**src/rtl/ntt_ctrl_pkg.sv**
```systemverilog
// Shared types and constants for the NTT run controller: FSM state encoding,
// ISR bit positions and control-register bit indices.
package ntt_ctrl_pkg;

  typedef enum logic [1:0] {
    IDLE    = 2'd0,
    RUN_REQ = 2'd1,
    BUSY    = 2'd2,
    DONE    = 2'd3
  } state_t;

  localparam int unsigned ISR_W     = 2;
  localparam int unsigned ISR_DONE  = 0;
  localparam int unsigned ISR_READY = 1;

  localparam int unsigned CTRL_RSTN  = 0;
  localparam int unsigned CTRL_START = 1;
  localparam int unsigned CTRL_AUTO  = 7;

endpackage

```
**src/rtl/ntt_sat_counter.sv**
```systemverilog
// Saturating up-counter with synchronous clear; sat flags the all-ones value.
module ntt_sat_counter #(
  parameter int unsigned CNT_W = 32
) (
  input  logic             clk,
  input  logic             rst,
  input  logic             clr,
  input  logic             en,
  output logic [CNT_W-1:0] cnt,
  output logic             sat
);

  logic [CNT_W-1:0] cnt_nxt;

  always_comb begin
    cnt_nxt = cnt;
    if (clr) begin
      cnt_nxt = '0;
    end else if (en && !sat) begin
      cnt_nxt = cnt + CNT_W'(1);
    end
  end

  // sat tracks the registered count so the increment guard needs no wide compare
  always_ff @(posedge clk or posedge rst) begin
    if (rst) begin
      cnt <= '0;
      sat <= 1'b0;
    end else begin
      cnt <= cnt_nxt;
      sat <= &cnt_nxt;
    end
  end

endmodule

```
**src/rtl/ntt_run_ctrl.sv**
```systemverilog
// Run sequencer between the control register file and the NTT core's
// run/complete handshakes, with status, interrupt, latency and timeout logic.
module ntt_run_ctrl
  import ntt_ctrl_pkg::*;
#(
  parameter int unsigned CNT_W     = 32,
  parameter int unsigned TO_CYCLES = 1048576
) (
  input  logic             ACLK,
  input  logic             ARESET,
  input  logic             ap_start,
  input  logic             soft_rst_n,
  input  logic             auto_restart,
  input  logic             gie,
  input  logic [ISR_W-1:0] ier,
  input  logic             isr_wr,
  input  logic [ISR_W-1:0] isr_wdata,
  input  logic             ctrl_rd,
  output logic             run_rsc_vld,
  input  logic             run_rsc_rdy,
  input  logic             complete_rsc_vld,
  output logic             complete_rsc_rdy,
  output logic             ap_done,
  output logic             ap_idle,
  output logic             ap_ready,
  output logic [ISR_W-1:0] isr,
  output logic             interrupt_o,
  output logic [CNT_W-1:0] cycle_cnt,
  output logic             timeout_o
);

  localparam bit          TO_EN = (TO_CYCLES != 0);
  localparam logic [63:0] TO_M1 = 64'(TO_CYCLES) - 64'd1;

  state_t           state, state_nxt;
  logic             start_q;
  logic             pending, pending_nxt;
  logic             start_edge;
  logic             run_hs;
  logic             cmp_hs;
  logic             to_hit;
  logic             to_fire;
  logic             cnt_sat;
  logic             ap_done_nxt;
  logic             timeout_nxt;
  logic [ISR_W-1:0] isr_nxt;

  assign start_edge = ap_start & ~start_q & soft_rst_n;
  assign run_hs     = (state == RUN_REQ) & run_rsc_rdy & soft_rst_n;
  assign cmp_hs     = (state == BUSY) & complete_rsc_vld & soft_rst_n;
  // a count beyond the counter's range falls back to firing on saturation
  assign to_hit     = TO_EN && ((64'(cycle_cnt) == TO_M1) || cnt_sat);
  assign to_fire    = (state == BUSY) & ~complete_rsc_vld & to_hit & soft_rst_n;

  ntt_sat_counter #(
    .CNT_W (CNT_W)
  ) u_lat_cnt (
    .clk (ACLK),
    .rst (ARESET),
    .clr (run_hs),
    .en  ((state == BUSY) & soft_rst_n),
    .cnt (cycle_cnt),
    .sat (cnt_sat)
  );

  // Next-state and one-deep pending-start bookkeeping
  always_comb begin
    logic consume;
    state_nxt = state;
    consume   = 1'b0;
    case (state)
      IDLE: begin
        if (pending || start_edge) begin
          state_nxt = RUN_REQ;
          consume   = pending;
        end
      end
      RUN_REQ: begin
        if (run_rsc_rdy) state_nxt = BUSY;
      end
      BUSY: begin
        if (complete_rsc_vld) state_nxt = DONE;
        else if (to_hit)      state_nxt = IDLE;
      end
      DONE: begin
        if (auto_restart || pending) begin
          state_nxt = RUN_REQ;
          consume   = pending;
        end else begin
          state_nxt = IDLE;
        end
      end
      default: state_nxt = IDLE;
    endcase

    pending_nxt = (pending & ~consume) | (start_edge & (state != IDLE));

    if (!soft_rst_n) begin
      state_nxt   = IDLE;
      pending_nxt = 1'b0;
    end
  end

  // Status flags: sets win over same-cycle software clears
  always_comb begin
    ap_done_nxt = ap_done;
    timeout_nxt = timeout_o;
    isr_nxt     = isr;

    if (ctrl_rd)            ap_done_nxt = 1'b0;
    if (state == DONE)      ap_done_nxt = 1'b1;

    if (isr_wr)             isr_nxt = isr ^ isr_wdata;
    if (state == DONE)      isr_nxt[ISR_DONE]  = 1'b1;
    if (run_hs)             isr_nxt[ISR_READY] = 1'b1;

    if (run_hs)             timeout_nxt = 1'b0;
    if (to_fire)            timeout_nxt = 1'b1;

    if (!soft_rst_n) begin
      ap_done_nxt = 1'b0;
      timeout_nxt = 1'b0;
      isr_nxt     = '0;
    end
  end

  always_ff @(posedge ACLK or posedge ARESET) begin
    if (ARESET) begin
      state            <= IDLE;
      start_q          <= 1'b0;
      pending          <= 1'b0;
      run_rsc_vld      <= 1'b0;
      complete_rsc_rdy <= 1'b0;
      ap_idle          <= 1'b1;
      ap_ready         <= 1'b0;
      ap_done          <= 1'b0;
      isr              <= '0;
      interrupt_o      <= 1'b0;
      timeout_o        <= 1'b0;
    end else begin
      state            <= state_nxt;
      start_q          <= ap_start;
      pending          <= pending_nxt;
      run_rsc_vld      <= (state_nxt == RUN_REQ);
      complete_rsc_rdy <= (state_nxt == BUSY);
      ap_idle          <= (state_nxt == IDLE);
      ap_ready         <= run_hs;
      ap_done          <= ap_done_nxt;
      isr              <= isr_nxt;
      interrupt_o      <= gie & (|(isr & ier));
      timeout_o        <= timeout_nxt;
    end
  end

  // cmp_hs documents the completion handshake; the FSM consumes it via state_nxt
  logic unused_ok;
  assign unused_ok = cmp_hs;

endmodule

```
**config.mk**
```make
export PLATFORM = sky130hd
export DESIGN_NAME = ntt_run_ctrl
export DESIGN_NICKNAME = d
export VERILOG_FILES = /design/src/rtl/ntt_ctrl_pkg.sv /design/src/rtl/ntt_sat_counter.sv /design/src/rtl/ntt_run_ctrl.sv
export SDC_FILE = /design/constraint.sdc
export NUM_CORES = 1
export LEC_CHECK = 0
export BUFFER_PORTS_ARGS = -buffer_cell sky130_fd_sc_hd__buf_2
export CAP_MARGIN = 20
export CORE_MARGIN = 2
export CORE_UTILIZATION = 50
export DETAILED_ROUTE_END_ITERATION = 16
export GPL_ROUTABILITY_DRIVEN = 1
export GPL_TIMING_DRIVEN = 1
export PLACE_DENSITY = 0.82
export SLEW_MARGIN = 30
export SYNTH_ARGS = -nofsm -noshare
export SYNTH_HDL_FRONTEND = slang
export SYNTH_SLANG_ARGS = --single-unit
```
**constraint.sdc**
```tcl
create_clock -name ACLK -period 3.7 [get_ports ACLK]
set_input_delay 0.185 -clock ACLK [delete_from_list [all_inputs] [get_ports ACLK]]
set_output_delay 0.185 -clock ACLK [all_outputs]
set_load 0.05 [all_outputs]
```
==> key figures, run 1 <==
Run status
  • Status: finished with violations
  • Failing checks: negative hold slack

Floorplan
  • Die height: 76.0 um
  • Core area: 5040 um2
  • Initial core utilization: 51.4%
  • Die width: 76.0 um
  • Rows: 26
  • Die area: 5770 um2
  • Ports: 55

Logic synthesis
  • Avg Cell Area, Syn: 9.46 um2
  • Synthesized cell area: 2590 um2
  • Synthesis warning total: 0
  • Synth unique cells: 52
  • Post-synthesis compound-gate area fraction: 10.9%
  • Syn nets: 293
  • Main combinational cell family by area after synthesis: simple AND/OR/NAND/NOR gates
  • XOR/XNOR share of the synthesized area: 7.44%
  • Post-synth ARST share: 100%
  • Flops & latches, synth: 46
  • Post-synthesis sequential area ratio: 44.5%
  • Simple-Gate Fraction of Synth Area: 29.9%
  • Main synth FF type: dfrtp_1
  • Number of synthesized flops with an enable pin: 0
  • Mux contribution to synthesized area: 1.16%
  • Post-Synthesis Cells: 274
  • Synth Area in Adders: 2.41%

Cells and area
  • Area growth, synth to finish: 16.0%
  • Register area: 1150 um2
  • Final nets: 344
  • Non-filler cells, final: 396
  • Multi-input gate area: 1340 um2
  • Fill cells: 433
  • Share of cells above drive strength 1: 22.1%
  • Diode count: 0

Setup path
  • Arrival @ worst endpoint: 3.10 ns
  • Req. time, crit path: 3.92 ns
  • CP Class: reg -> reg
  • Element type at the critical path start: flip-flop
  • CP Max Fanout: 16
  • Reg2reg start: state[0]
  • Critical Path Start: state[0]
  • Crit end category: flip-flop

Power
  • Sw power: 0.000506 W
  • Pwr/cell area: 440 nW/um2
  • Logic pwr share: 30.0%
  • LEAKAGE: 1.42 nW
  • Switching portion of total power: 38.2%
  • Clk pwr share: 23.8%
  • Design Power: 0.00132 W
  • Worst vdd ir: 0.000269 V
  • Register share of total power: 46.3%
  • Int Power: 0.000817 W

Placed design
  • Placed Cells: 387
  • GPL Wtd Cong: 0.926
  • DP HPWL: 4360 um
  • I/O Buffers: 54

STA
  • F_max: 347 MHz
  • Worst slew margin: 47.8%
  • Hold slack: -0.00644 ns
  • Setup violations, final: 0
  • Total negative slack: 0 ns
  • Tmin final: 2.88 ns
  • Post-route clock period utilization: 77.9%
  • Final Hold Fails: 13
  • RSZ-0062 raised after global routing: false
  • Clock Skew: 0.0122 ns
  • Worst-margin pin slew: 0.782 ns
  • Max-slew violations: 0

Routing
  • DR vias: 2,308
  • Overall routed net length: 6210 um
  • Drt pass-1 iters: 4
  • WL/cell: 15.7 um
  • DRT iter0 DRCs: 192
  • Vias per cell: 5.83
  • Antenna-violating nets left: 0
  • DRC: 0

Clock tree
  • Reg clk slew, reported paths: 0.09 ns
  • CTS tree: built
  • Root buffer cell: clkbuf_8
  • CTS Buffer Depth: 2
  • Clk_lat worst skew: 0.30 ns
  • Post-CTS setup buffer count: 0
  • # hold bufs at CTS: 1
  • TritonCTS buffer count: 5
  • Htree depth: 2
  • Post-CTS sizing: 0
  • Clk sinks: 46

Flow run
  • Max Cap Viol: 0

GRT
  • Largest net degree at the start of global routing: 47
  • Initial antenna violation count: 0
  • Vias in the first global route: 2,186
  • First-pass GRT wire length: 10,400 um
  • Overflow after GRT: 0
  • GRT Overall Usage: 22.1%

Hold path
  • Hold crit path type: in -> async
flip-flops by register name, indices dropped and copies added (netlist names):
name	count
u_lat_cnt.sat	1
state	2
timeout_o	1
pending	1
ap_done	1
u_lat_cnt.cnt	32
complete_rsc_rdy	1
run_rsc_vld	1
interrupt_o	1
start_q	1
isr	2
ap_idle	1
ap_ready	1
layout by cell type (no fill, tap or decap), types with 2 or more instances in the layout:
master    count
a211oi_1      2
a21oi_1      10
a22oi_1       3
a31oi_1       2
and2_1        2
and3_1        4
and3b_1       2
and4_1        6
buf_2        54
clkbuf_8      6
clkinv_2      2
dfrtp_1      45
ha_1          5
inv_1        10
mux2i_1       3
nand2_1      23
nand2b_1      3
nand3_1      13
nand3b_1      2
nand4_1       8
nor2_1       28
nor2b_1       7
nor3_1        7
nor4_1       13
o21a_1        5
o21ai_0       4
o31a_1        3
o31ai_1       3
o41ai_1       2
or3_1         3
or4_1         2
or4_4         2
xnor2_1      15
xor2_1        7
cell type report:
| cell class | count | area share (%) |
|---|---|---|
| clock inverter | 1 | 0.167 |
| inverter | 11 | 1.42 |
| sequential | 46 | 38.3 |
| clock buffer | 7 | 2.87 |
| tap | 70 | 2.91 |
| multi-input combinational | 205 | 44.7 |
| timing repair buffer | 56 | 9.58 |
cells in the mapped netlist (2+ instances only):
master / number / share of area (%)
mux2i_1: 3 / 1.2
nor2_1: 28 / 4.1
o31a_1: 3 / 1.0
nor4_1: 13 / 3.1
clkbuf_1: 9 / 1.3
or4_1: 2 / 0.58
or4_4: 2 / 0.87
nor2b_1: 7 / 1.7
nand4_1: 8 / 1.9
and3_1: 4 / 0.97
o21ai_0: 4 / 0.77
a31oi_1: 2 / 0.48
nor3_1: 7 / 1.4
nand3_1: 13 / 2.5
and3b_1: 2 / 0.68
o31ai_1: 3 / 0.87
nand2_1: 23 / 3.3
ha_1: 5 / 2.4
and4_1: 6 / 2.0
o41ai_1: 2 / 0.68
or3_1: 3 / 0.72
dfrtp_1: 45 / 43
nand3b_1: 2 / 0.58
xor2_1: 7 / 2.4
and2_1: 2 / 0.48
nand2b_1: 3 / 0.72
a211oi_1: 2 / 0.58
a22oi_1: 3 / 0.87
a21oi_1: 10 / 1.9
inv_1: 11 / 1.6
o21a_1: 5 / 1.4
xnor2_1: 15 / 5.1
per-layer routing:
layer  global-route usage, %  up-vias  routed length, um
li1                        -     1093                  -
met1                    29.0     1104               2720
met2                    36.5      102               2950
met3                    4.86        9                460
met4                    7.27        0                 82
met5                       0        -                  0
through the flow:
stage	instance area, um2	util [%]	hold slack (ns)	setup WS [ns]
after floorplan	2590	-	0.216	0.924
after global placement	2900	57.6	0.305	0.957
after detailed placement	2900	57.6	0.314	0.873
after CTS	3000	59.6	0.112	0.837
after global routing	3010	59.6	0.0588	0.667
final	3010	59.6	-0.00644	0.819
kinds of logic (layout without fill, tap and decap cells):
logic type               count (synthesis)  count (layout)
XOR/XNOR                                22              22
AND/OR/NAND/NOR                        134             134
AO/OA/AOI/OAI                           41              41
flip-flops                              46              46
multiplexers                             3               3
adder cells (fa/ha/maj)                  5               5
buffers and inverters                   23              75
power groups by stage:
stage	combinational [W]	sequential, W	clock (W)
6_report	0.000396	0.000612	0.000314
5_1_grt	0.000424	0.000621	0.000341
4_1_cts	0.000397	0.000611	0.000326
3_5_place_dp	0.000394	0.000620	0
3_3_place_gp	0.000387	0.000619	0
2_1_floorplan	0.000153	0.000764	0
final timing paths:
kind	to	cells past startpoint	slack (ns)
max in group asynchronous	u_lat_cnt.cnt[3]	2	3.23
max reg2reg	u_lat_cnt.sat	8	0.82
max	u_lat_cnt.sat	8	0.82
min reg2reg	timeout_o	2	0.55
min in group ACLK	interrupt_o	2	0.12
min	u_lat_cnt.cnt[14]	2	-0.006
critical path, cell delays in order (launching register included):
cell and delay, ns:
dfrtp_1 0.45, inv_1 0.11, ha_1 0.30, nand3b_2 0.22, or4_4 0.65, or4_1 0.53
a21oi_1 0.16, nand4_1 0.13, nor4_2 0.25
Power figures use the tool's default switching activity.
==> run 2: changes to the inputs <==
--- a/config.mk
+++ b/config.mk
@@ -8,11 +8,11 @@
 export BUFFER_PORTS_ARGS = -buffer_cell sky130_fd_sc_hd__buf_2
 export CAP_MARGIN = 20
 export CORE_MARGIN = 2
-export CORE_UTILIZATION = 50
+export CORE_UTILIZATION = 49
 export DETAILED_ROUTE_END_ITERATION = 16
 export GPL_ROUTABILITY_DRIVEN = 1
 export GPL_TIMING_DRIVEN = 1
-export PLACE_DENSITY = 0.82
+export PLACE_DENSITY = 0.84
 export SLEW_MARGIN = 30
 export SYNTH_ARGS = -nofsm -noshare
 export SYNTH_HDL_FRONTEND = slang
==> constraint.sdc (replaced) <==
create_clock -name ACLK -period 2.6 [get_ports ACLK]
set_input_delay 0.13 -clock ACLK [delete_from_list [all_inputs] [get_ports ACLK]]
set_output_delay 0.13 -clock ACLK [all_outputs]
set_load 0.05 [all_outputs]
==> key figures, run 2 (synthesized netlist as in run 1, its figures left out) <==
Cells and area
  • Commonest non-fill, non-tap cell in the layout: buf_2
  • Reg with most FFs: u_lat_cnt.cnt
  • Biggest regs: u_lat_cnt.cnt (32), isr (2), state (2)
  • Share of cells above drive strength 1: 27.1% (+5.0 points)
  • Final nets: 354 (+2.9%)
  • Area growth, synth to finish: 20.2%
  • Commonest non-fill, non-tap cells in the layout: buf_2, dfrtp_1, nor2_1
  • Diode count: 0 (unchanged)
  • Max FFs per register: 32 (unchanged)

Setup path
  • R2R Path End: u_lat_cnt.sat
  • Critical path's slowest cell: or4_4
  • Element type at the critical path start: flip-flop
  • Reg2reg start: state[0]
  • R2R Setup Slk: 0.15 ns (-0.67 ns)
  • CP Max Fanout: 9 (-7)
  • Req. time, crit path: 2.81 ns (-1.11 ns)
  • CP peak stage delay: 0.56 ns (-0.09 ns)
  • Reg2reg path depth: 8 (unchanged)
  • Arrival @ worst endpoint: 2.66 ns (-0.44 ns)
  • Cell Chain, Critical Path: inv_1 -> ha_2 -> nand3b_4 -> or4_4 -> or4_1 -> a21oi_1 -> nand4_1 -> nor4_2
  • Crit end category: flip-flop
  • CP Class: reg -> reg

Power
  • Sw power: 0.000722 W (+43%)
  • Switching portion of total power: 37.8% (-0.40 points)
  • Worst vdd ir: 0.000432 V (+60%)
  • Pwr/cell area: 613 nW/um2 (+39%)
  • Int Power: 0.00119 W (+45%)
  • LEAKAGE: 1.48 nW (+4.1%)
  • Logic pwr share: 31.3% (+1.3 points)
  • Register share of total power: 45.6% (-0.7 points)
  • Clk pwr share: 23.1% (-0.7 points)

Routing
  • Overall routed net length: 6310 um (+1.6%)
  • DRT iter0 DRCs: 105 (-45%)
  • DRC: 0 (unchanged)
  • WL/cell: 15.5 um (-0.86%)
  • Vias per cell: 5.82 (-0.22%)
  • Drt pass-1 iters: 4 (unchanged)
  • DR vias: 2,361 (+2.3%)
  • Antenna-violating nets left: 0 (unchanged)

Run status
  • Failing checks: negative hold slack
  • Status: finished with violations

Clock tree
  • CTS tree: built
  • CTS Buffer Depth: 2 (unchanged)
  • Clk sinks: 46 (unchanged)
  • Reg clk slew, reported paths: 0.08 ns (about the same)
  • Root buffer cell: clkbuf_8
  • TritonCTS buffer count: 5 (unchanged)
  • Htree depth: 2 (unchanged)
  • Clk_lat worst skew: 0.30 ns (about the same)

Floorplan
  • Die height: 76.7 um (+0.96%)
  • Initial core utilization: 50.7% (-0.65 points)
  • Die width: 76.7 um (+0.96%)
  • Die area: 5890 um2 (+1.9%)
  • Ports: 55 (unchanged)
  • Core area: 5110 um2 (+1.3%)
  • Rows: 26 (unchanged)

STA
  • Post-route clock period utilization: 94.4% (+17 points)
  • Max-slew violations: 0 (unchanged)
  • Clock Skew: 0.00487 ns (-0.00732 ns)
  • F_max: 407 MHz (+17%)
  • Hold slack: -0.0459 ns (-0.0395 ns)
  • Worst slew margin: 46.6% (-1.2 points)
  • Setup violations, final: 0 (unchanged)
  • Final worst slack: 0.145 ns (-0.674 ns)
  • Final Hold Fails: 45 (+32)
  • Worst-margin pin slew: 0.800 ns (+0.0178 ns)
  • Total negative slack: 0 ns (unchanged)
  • Tmin final: 2.45 ns (-0.426 ns)
  • RSZ-0062 raised after global routing: false

GRT
  • Vias in the first global route: 2,187 (+0.046%)
  • Overflow after GRT: 0 (unchanged)
  • Initial antenna violation count: 0 (unchanged)
  • First-pass GRT wire length: 10,400 um (unchanged)
  • Largest net degree at the start of global routing: 47 (unchanged)
  • GRT Overall Usage: 21.9% (-0.14 points)

Flow run
  • Max Cap Viol: 0 (unchanged)

Placed design
  • Pre-CTS setup slack: 0.160 ns (-0.712 ns)
  • GPL Wtd Cong: 0.920 (-0.55%)
  • I/O Buffers: 54 (unchanged)
  • DP HPWL: 4620 um (+5.8%)

Hold path
  • Hold crit path type: in -> async
run 2: changes by cell type in the layout (fill, tap and decap cells not counted), sizes merged:
cell,delta
buf,+10
run 2: routing by layer:
metal  up-vias  global-route usage [%]  part of all wire, %
li1       1118                       -                    -
met1      1138                    29.5                   44
met2        92                    34.3                   48
met3        13                    4.47                  6.3
met4         0                    9.64                  1.6
met5         -                       0                    0
run 2: through the flow:
| stage | cells | total power [W] | utilization [%] | instance area, um2 | hold slack (ns) |
|---|---|---|---|---|---|
| 2_1_floorplan | 274 | 0.00131 | - | 2610 | 0.161 |
| 3_3_place_gp | 397 | 0.00146 | 58.6 | 2990 | 0.251 |
| 3_5_place_dp | 397 | 0.00148 | 58.6 | 2990 | 0.256 |
| 4_1_cts | 406 | 0.00192 | 60.6 | 3090 | 0.0623 |
| 5_1_grt | 406 | 0.00200 | 61.0 | 3120 | 0.00575 |
| 6_report | 406 | 0.00191 | 61.0 | 3120 | -0.0459 |
run 2: worst max path at each step:
| stage | end | slack (ns) | from |
|---|---|---|---|
| floorplan | u_lat_cnt.sat | 0.02 | u_lat_cnt.cnt[6] |
| finish | u_lat_cnt.sat | 0.15 | state[0] |
| global route | u_lat_cnt.sat | 0.01 | state[1] |
| CTS | u_lat_cnt.sat | 0.13 | u_lat_cnt.cnt[0] |
| detailed placement | u_lat_cnt.sat | 0.16 | u_lat_cnt.cnt[0] |
| global placement | u_lat_cnt.sat | 0.22 | state[0] |
run 2: power by group through the flow:
stage	clock (W)	combinational, W	sequential [W]
3_3_place_gp	0	0.000584	0.000876
5_1_grt	0.000481	0.000636	0.000883
2_1_floorplan	0	0.000219	0.00109
4_1_cts	0.000453	0.000596	0.000868
6_report	0.000441	0.000598	0.000871
3_5_place_dp	0	0.000592	0.000883
run 2: worst max-delay path, delay by kind of cell, from the launching register on:
family          cells  cell delay (ns)
simple gates        5             1.52
flops               1             0.38
compound gates      1             0.17
fa+ha+maj           1             0.21
buf+inv             1             0.08
run 2: repair_timing:
action	in CTS	in global routing
buffers inserted	0	0
endpoints found under the setup margin	0	4
hold endpoints to repair	1	0
hold buffers	1	0
resized for setup	0	4
run 2: area by class of cell:
| cell class | count | area [um2] |
|---|---|---|
| fillers | 431 | 1990 |
| multi-input cells | 205 | 1370 |
| flip-flops and latches | 46 | 1160 |
| repair buffers | 66 | 363 |
| well taps | 70 | 87.6 |
| clock buffers | 7 | 86.3 |
| inverters | 11 | 42.5 |
| clock inverters | 1 | 5.00 |
